File: config.mk
export PLATFORM = sky130hd
export DESIGN_NAME = uart_bus_sched
export DESIGN_NICKNAME = d
export VERILOG_FILES = /design/src/rtl/uart_bus_sched.sv
export SDC_FILE = /design/constraint.sdc
export NUM_CORES = 1
export LEC_CHECK = 0
export ABC_AREA = 1
export CAP_MARGIN = 30
export CORE_ASPECT_RATIO = 1.25
export CORE_UTILIZATION = 35
export CTS_BUF_LIST = sky130_fd_sc_hd__clkbuf_4 sky130_fd_sc_hd__clkbuf_8 sky130_fd_sc_hd__clkbuf_16
export CTS_CLUSTER_DIAMETER = 100
export DETAILED_ROUTE_END_ITERATION = 10
export GPL_TIMING_DRIVEN = 0
export PLACE_DENSITY = 0.94
export REMOVE_ABC_BUFFERS = 1
export SKIP_LAST_GASP = 1
export SLEW_MARGIN = 20
export SYNTH_ARGS = -nofsm -noshare
export SYNTH_HDL_FRONTEND = slang
export SYNTH_SLANG_ARGS = --single-unit
File: constraint.sdc
create_clock -name clk_i -period 1.6 [get_ports clk_i]
set_input_delay 0.32 -clock clk_i [delete_from_list [all_inputs] [get_ports clk_i]]
set_output_delay 0.32 -clock clk_i [all_outputs]
set_load 0.01 [all_outputs]
File: src/rtl/uart_bus_sched.sv
// Bus master for the simple_uart register port: round-robin TX sharing between two requesters,
// RX drain into a one-cycle strobe, and baud-divider updates deferred until the transmitter idles.
module uart_bus_sched #(
    parameter logic [15:0] BAUD_DIV = 16'd2
) (
    input  logic        clk_i,
    input  logic        rst_i,
    input  logic        req0_valid_i,
    input  logic [7:0]  req0_data_i,
    output logic        req0_ready_o,
    input  logic        req1_valid_i,
    input  logic [7:0]  req1_data_i,
    output logic        req1_ready_o,
    input  logic        cfg_we_i,
    input  logic [15:0] cfg_div_i,
    output logic        cfg_busy_o,
    output logic        rx_valid_o,
    output logic [7:0]  rx_data_o,
    output logic        rx_fe_o,
    output logic        uart_sel_o,
    output logic        uart_we_o,
    output logic [1:0]  uart_addr_o,
    output logic [31:0] uart_wdata_o,
    input  logic [31:0] uart_rdata_i
);

    localparam logic [1:0] AddrOdr = 2'd0;
    localparam logic [1:0] AddrIdr = 2'd1;
    localparam logic [1:0] AddrBsr = 2'd2;
    localparam logic [1:0] AddrSr  = 2'd3;

    typedef enum logic [2:0] {
        StInit, StIdle, StSrWait, StDecide, StIdWait, StClr, StGuard
    } state_e;

    state_e      r_state;
    state_e      w_state_next;
    logic [2:0]  r_sr;
    logic        r_pending;
    logic [15:0] r_div;
    logic        r_last_gnt;  // 1: requester 1 was granted last
    logic        w_rx_sel;
    logic        w_cfg_sel;
    logic        w_tx_sel;
    logic        w_grant1;
    logic        w_unused;

    assign w_rx_sel  = r_sr[1];
    assign w_cfg_sel = !r_sr[1] && r_pending && !r_sr[0];
    assign w_tx_sel  = !r_sr[1] && !r_pending && !r_sr[0] && (req0_valid_i || req1_valid_i);
    assign w_grant1  = req1_valid_i && (!req0_valid_i || !r_last_gnt);
    assign cfg_busy_o = r_pending;
    assign w_unused   = ^uart_rdata_i[31:8];

    always_ff @(posedge clk_i or negedge rst_i) begin
        if (!rst_i) begin
            r_state <= StInit;
        end else begin
            r_state <= w_state_next;
        end
    end

    always_ff @(posedge clk_i or negedge rst_i) begin
        if (!rst_i) begin
            r_sr       <= 3'd0;
            r_pending  <= 1'b0;
            r_div      <= 16'd0;
            r_last_gnt <= 1'b1;
        end else begin
            if (r_state == StSrWait) begin
                r_sr <= uart_rdata_i[2:0];
            end
            // A fresh request wins over the clear so a late update is never lost.
            if (cfg_we_i) begin
                r_pending <= 1'b1;
                r_div     <= cfg_div_i;
            end else if (r_state == StDecide && w_cfg_sel) begin
                r_pending <= 1'b0;
            end
            if (r_state == StDecide && w_tx_sel) begin
                r_last_gnt <= w_grant1;
            end
        end
    end

    always_comb begin
        w_state_next = r_state;
        unique case (r_state)
            StInit:   w_state_next = StIdle;
            StIdle:   w_state_next = StSrWait;
            StSrWait: w_state_next = StDecide;
            StDecide: begin
                if (w_rx_sel) begin
                    w_state_next = StIdWait;
                end else if (w_cfg_sel || w_tx_sel) begin
                    w_state_next = StGuard;
                end else begin
                    w_state_next = StIdle;
                end
            end
            StIdWait: w_state_next = StClr;
            StClr:    w_state_next = StIdle;
            StGuard:  w_state_next = StIdle;
            default:  w_state_next = StInit;
        endcase
    end

    // Outputs are forced low while reset is held so an aborted access never reaches the UART.
    always_comb begin
        uart_sel_o   = 1'b0;
        uart_we_o    = 1'b0;
        uart_addr_o  = 2'd0;
        uart_wdata_o = 32'd0;
        req0_ready_o = 1'b0;
        req1_ready_o = 1'b0;
        rx_valid_o   = 1'b0;
        rx_data_o    = 8'd0;
        rx_fe_o      = 1'b0;
        if (rst_i) begin
            unique case (r_state)
                StInit: begin
                    uart_sel_o   = 1'b1;
                    uart_we_o    = 1'b1;
                    uart_addr_o  = AddrBsr;
                    uart_wdata_o = {16'd0, BAUD_DIV};
                end
                StIdle: begin
                    uart_sel_o  = 1'b1;
                    uart_addr_o = AddrSr;
                end
                StDecide: begin
                    if (w_rx_sel) begin
                        uart_sel_o  = 1'b1;
                        uart_addr_o = AddrIdr;
                    end else if (w_cfg_sel) begin
                        uart_sel_o   = 1'b1;
                        uart_we_o    = 1'b1;
                        uart_addr_o  = AddrBsr;
                        uart_wdata_o = {16'd0, r_div};
                    end else if (w_tx_sel) begin
                        uart_sel_o   = 1'b1;
                        uart_we_o    = 1'b1;
                        uart_addr_o  = AddrOdr;
                        uart_wdata_o = {24'd0, w_grant1 ? req1_data_i : req0_data_i};
                        req0_ready_o = !w_grant1;
                        req1_ready_o = w_grant1;
                    end
                end
                StIdWait: begin
                    rx_valid_o = 1'b1;
                    rx_data_o  = uart_rdata_i[7:0];
                    rx_fe_o    = r_sr[2];
                end
                StClr: begin
                    uart_sel_o  = 1'b1;
                    uart_we_o   = 1'b1;
                    uart_addr_o = AddrSr;
                end
                default: ;
            endcase
        end
    end

endmodule
==> summary.log <==
[global_routing] final global-route overflow total 0
[worst_setup_path] Critical Setup Path Class reg -> out
[status] status complete, but fails checks
[die] area of the die 4900 um^2
[logic_synthesis] top area cells in the synthesized netlist sky130_fd_sc_hd__dfrtp_1 (36%), sky130_fd_sc_hd__nand2_1 (18%), sky130_fd_sc_hd__buf_4 (8.3%), sky130_fd_sc_hd__inv_1 (7.9%), sky130_fd_sc_hd__o21ai_0 (6.2%)
[power] switching share of power 42.5%
[detailed_routing] number of design-rule violations left by the first detailed-router iteration 53
[cells_and_area] share of post-route cells with drive strength above 1 38.1%
[placement] HPWL after detailed placement 3140 um
[global_routing] total routing resource utilization after global routing 22.3%
[sta] f_max 517 MHz
[global_routing] initial antenna violation count 0
[detailed_routing] via density per instance 4.64
[logic_synthesis] Async S/R FF share, synth 100%
[logic_synthesis] distinct cell type count after synthesis 26
[clock_tree] CTS Root Cell sky130_fd_sc_hd__clkbuf_8
[clock_tree] CTS HTree Levels 1
[global_routing] pin count of the biggest net entering global routing 33
[die] total I/O pin count 118
[sta] worst-case headroom to the max-slew limit 64.1%
[clock_tree] source-to-sink clock delay at the later pin of the worst-skew pair 260 ps
[status] failing checks negative setup slack
[clock_tree] post-CTS clock slew at the launch and capture registers of the worst setup and hold paths 80 ps
[logic_synthesis] fraction of post-synthesis cell area in the top cell type by area 35.5%
[detailed_routing] Initial DRT Pass Iterations 4
[die] count of standard-cell rows 27
[logic_synthesis] top cell types by occurrence after synthesis sky130_fd_sc_hd__nand2_1 (78), sky130_fd_sc_hd__inv_1 (34), sky130_fd_sc_hd__dfrtp_1 (23)
[logic_synthesis] cell taking the most area after synthesis sky130_fd_sc_hd__dfrtp_1
[logic_synthesis] number of enable flip-flop cells after synthesis 0
[logic_synthesis] YS warnings 0
[worst_setup_path] type of element launching the critical path flop
[logic_synthesis] most frequently used flop master after synthesis sky130_fd_sc_hd__dfrtp_1
[cells_and_area] count of nets after finishing 427
[min_path] worst min-delay path class in -> async
[clock_tree] TritonCTS clock tree built
[logic_synthesis] most used standard cell by instance count after synthesis sky130_fd_sc_hd__nand2_1
[logic_synthesis] number of instances in the synthesized netlist 240
[power] part of the total power dissipated in sequential elements 26.3%
[detailed_routing] wire per inst 13.1 um
[sta] setup violators final 33
[worst_setup_path] register-to-register setup slack -230 ps
[sta] setup ws final -333 ps
[sta] Final period util 121%
[worst_setup_path] category of the worst setup path capture point primary output
[sta] post-route setup TNS -8020 ps
[sta] post-layout minimum cycle time 1930 ps
[sta] setup repair after global routing missed its margin true
[logic_synthesis] Avg Inst Size Synth 6.75 um^2
[logic_synthesis] sequential share of the synthesized area 37.2%
[power] total power of the final layout 3.38 mW
[detailed_routing] wirelength, routed 5420 um
[global_routing] via count of the first global-routing pass 1,900
[power] proportion of power drawn by the clock network 11.2%
[die] Die W 62.8 um
[detailed_routing] Post-DRT Antenna Nets 0
[power] power per unit of standard cell area 1150 nW/um^2
[clock_tree] number of buffers created by CTS 3
[worst_setup_path] maximum fanout count along the critical path 3
[power] leak pwr 1.52 nW
[global_routing] first-pass GRT wire length 8780 um
[placement] weighted congestion reported at the end of routability-driven placement 0.717
[placement] count of port buffers added during placement 77
[sta] hold violation count in the final report 0
[worst_setup_path] data required time of the worst path 1280 ps
[clock_tree] maximum buffer depth of the clock tree 2
[worst_setup_path] data arrival time of the critical path 1610 ps
[power] internal power contribution 1.94 mW
[flow_run] max-cap viol count 0
[power] largest voltage drop on the vdd net 0.665 mV
[logic_synthesis] register bit count reported by yosys 24
[die] die height 78.0 um
[logic_synthesis] netlist area before placement 1620 um^2
[die] area of the core region 4430 um^2
[clock_tree] Clock Sinks 24
[sta] Least-Margin Pin Slew 538 ps
[cells_and_area] Non-Filler Instances 415
[placement] post-placement cell count 367
[detailed_routing] post-route DRC violation count 0
[detailed_routing] detailed-route via count 1,925
[power] switching power 1.43 mW
[sta] post-route clock skew 0.645 ps
[power] combinational cell fraction of total power 62.5%
[sta] number of pins exceeding their max-slew limit in the final report 0
[die] Starting Density 36.6%
[cells_and_area] total inserted antenna cells 0
[cells_and_area] area grow syn2layout 81.7%
[cells in the final DEF, fill, tap and decap left out, drive strengths merged]
cell and instances:
conb 16, dfrtp 23, clkbuf 5, maj3 1, nor3 3, nand3 13
buf 74, dlymetal6s2s 1, nand4 2, dfstp 1, o21ai 21, clkdlybuf4s50 41
nand3b 2, inv 36, dlygate4sd2 1, a21oi 9, nand2 83, o211ai 1
nor2 24
[registers in the layout, summed over array words and instances (netlist names)]
signal	flops
r_last_gnt	1
r_div	16
r_state	3
r_sr	3
cfg_busy_o	1
[worst paths after layout]
path	cells past startpoint	from	end
setup reg to reg	12	r_sr[1]$_DFFE_PN0P_	r_state[0]$_DFF_PN0_
setup / recovery	7	r_sr[1]$_DFFE_PN0P_	uart_wdata_o[2]
hold / removal	1	rst_i	r_last_gnt$_DFFE_PN1P_
max in group asynchronous	2	rst_i	r_state[0]$_DFF_PN0_
hold reg to reg	2	r_last_gnt$_DFFE_PN1P_	r_last_gnt$_DFFE_PN1P_
min in group clk_i	2	r_last_gnt$_DFFE_PN1P_	r_last_gnt$_DFFE_PN1P_
[cell type report]
| type | instances | area (um^2) |
|---|---|---|
| clock buffers | 4 | 48.8 |
| fillers | 356 | 1480 |
| inverters | 36 | 145 |
| multi-input cells | 175 | 1030 |
| flip-flops and latches | 24 | 606 |
| well taps | 58 | 72.6 |
| repair buffers | 118 | 1040 |
[per-stage QoR]
stage / setup slack [ps] / hold WS (ps) / instance area, um^2 / util (%)
finish: -333 / 68.8 / 2940 / 66.5
global route: -399 / 52.8 / 2940 / 66.5
CTS: -357 / 38.1 / 2760 / 62.3
detailed placement: -1030 / 369 / 2350 / 53.1
global placement: -1990 / 458 / 2360 / 53.2
floorplan: 22.9 / 24.4 / 1510 / -
[layer usage]
| layer | global-route usage (%) | vias up | wire length [um] |
|---|---|---|---|
| met2 | 41.4 | 82 | 2910 |
| met4 | 8.37 | 0 | 138 |
| met5 | 0 | - | 0 |
| met1 | 24.9 | 886 | 2060 |
| met3 | 4.22 | 14 | 311 |
| li1 | - | 943 | - |
[power groups by stage]
stage	Clock [mW]	Combinational, mW	Sequential [mW]
2_1_floorplan	0	0.714	0.851
3_3_place_gp	0	1.17	0.865
3_5_place_dp	0	1.20	0.879
4_1_cts	0.391	1.86	0.875
5_1_grt	0.420	2.26	0.903
6_report	0.380	2.11	0.888
[cells by family after synthesis]
| kind of cell | Yosys count | share of synthesized area [%] |
|---|---|---|
| AND/OR/NAND/NOR | 124 | 33.6 |
| buffers and inverters | 59 | 18.4 |
| AO/OA/AOI/OAI | 31 | 9.97 |
| adder cells (fa/ha/maj) | 1 | 0.618 |
| other | 1 | 0.232 |
| flip-flops | 24 | 37.2 |
[what timing repair did]
| action | CTS | global route |
|---|---|---|
| hold buffers | 1 | 0 |
| cloned | 3 | 0 |
| buffers inserted | 38 | 4 |
| hold endpoints to repair | 23 | 0 |
| endpoints found under the setup margin | 32 | 34 |
| pin swaps | 17 | 26 |
| resized for setup | 181 | 51 |
[worst max-delay path, stage by stage (launching register included)]
cell and delay [ps]:
sky130_fd_sc_hd__dfrtp_2 440, sky130_fd_sc_hd__buf_4 150, sky130_fd_sc_hd__nor3_4 200, sky130_fd_sc_hd__buf_4 150, sky130_fd_sc_hd__buf_6 100, sky130_fd_sc_hd__nand2_1 50, sky130_fd_sc_hd__a21oi_2 110, sky130_fd_sc_hd__buf_2 150
Power figures use the tool's default switching activity.
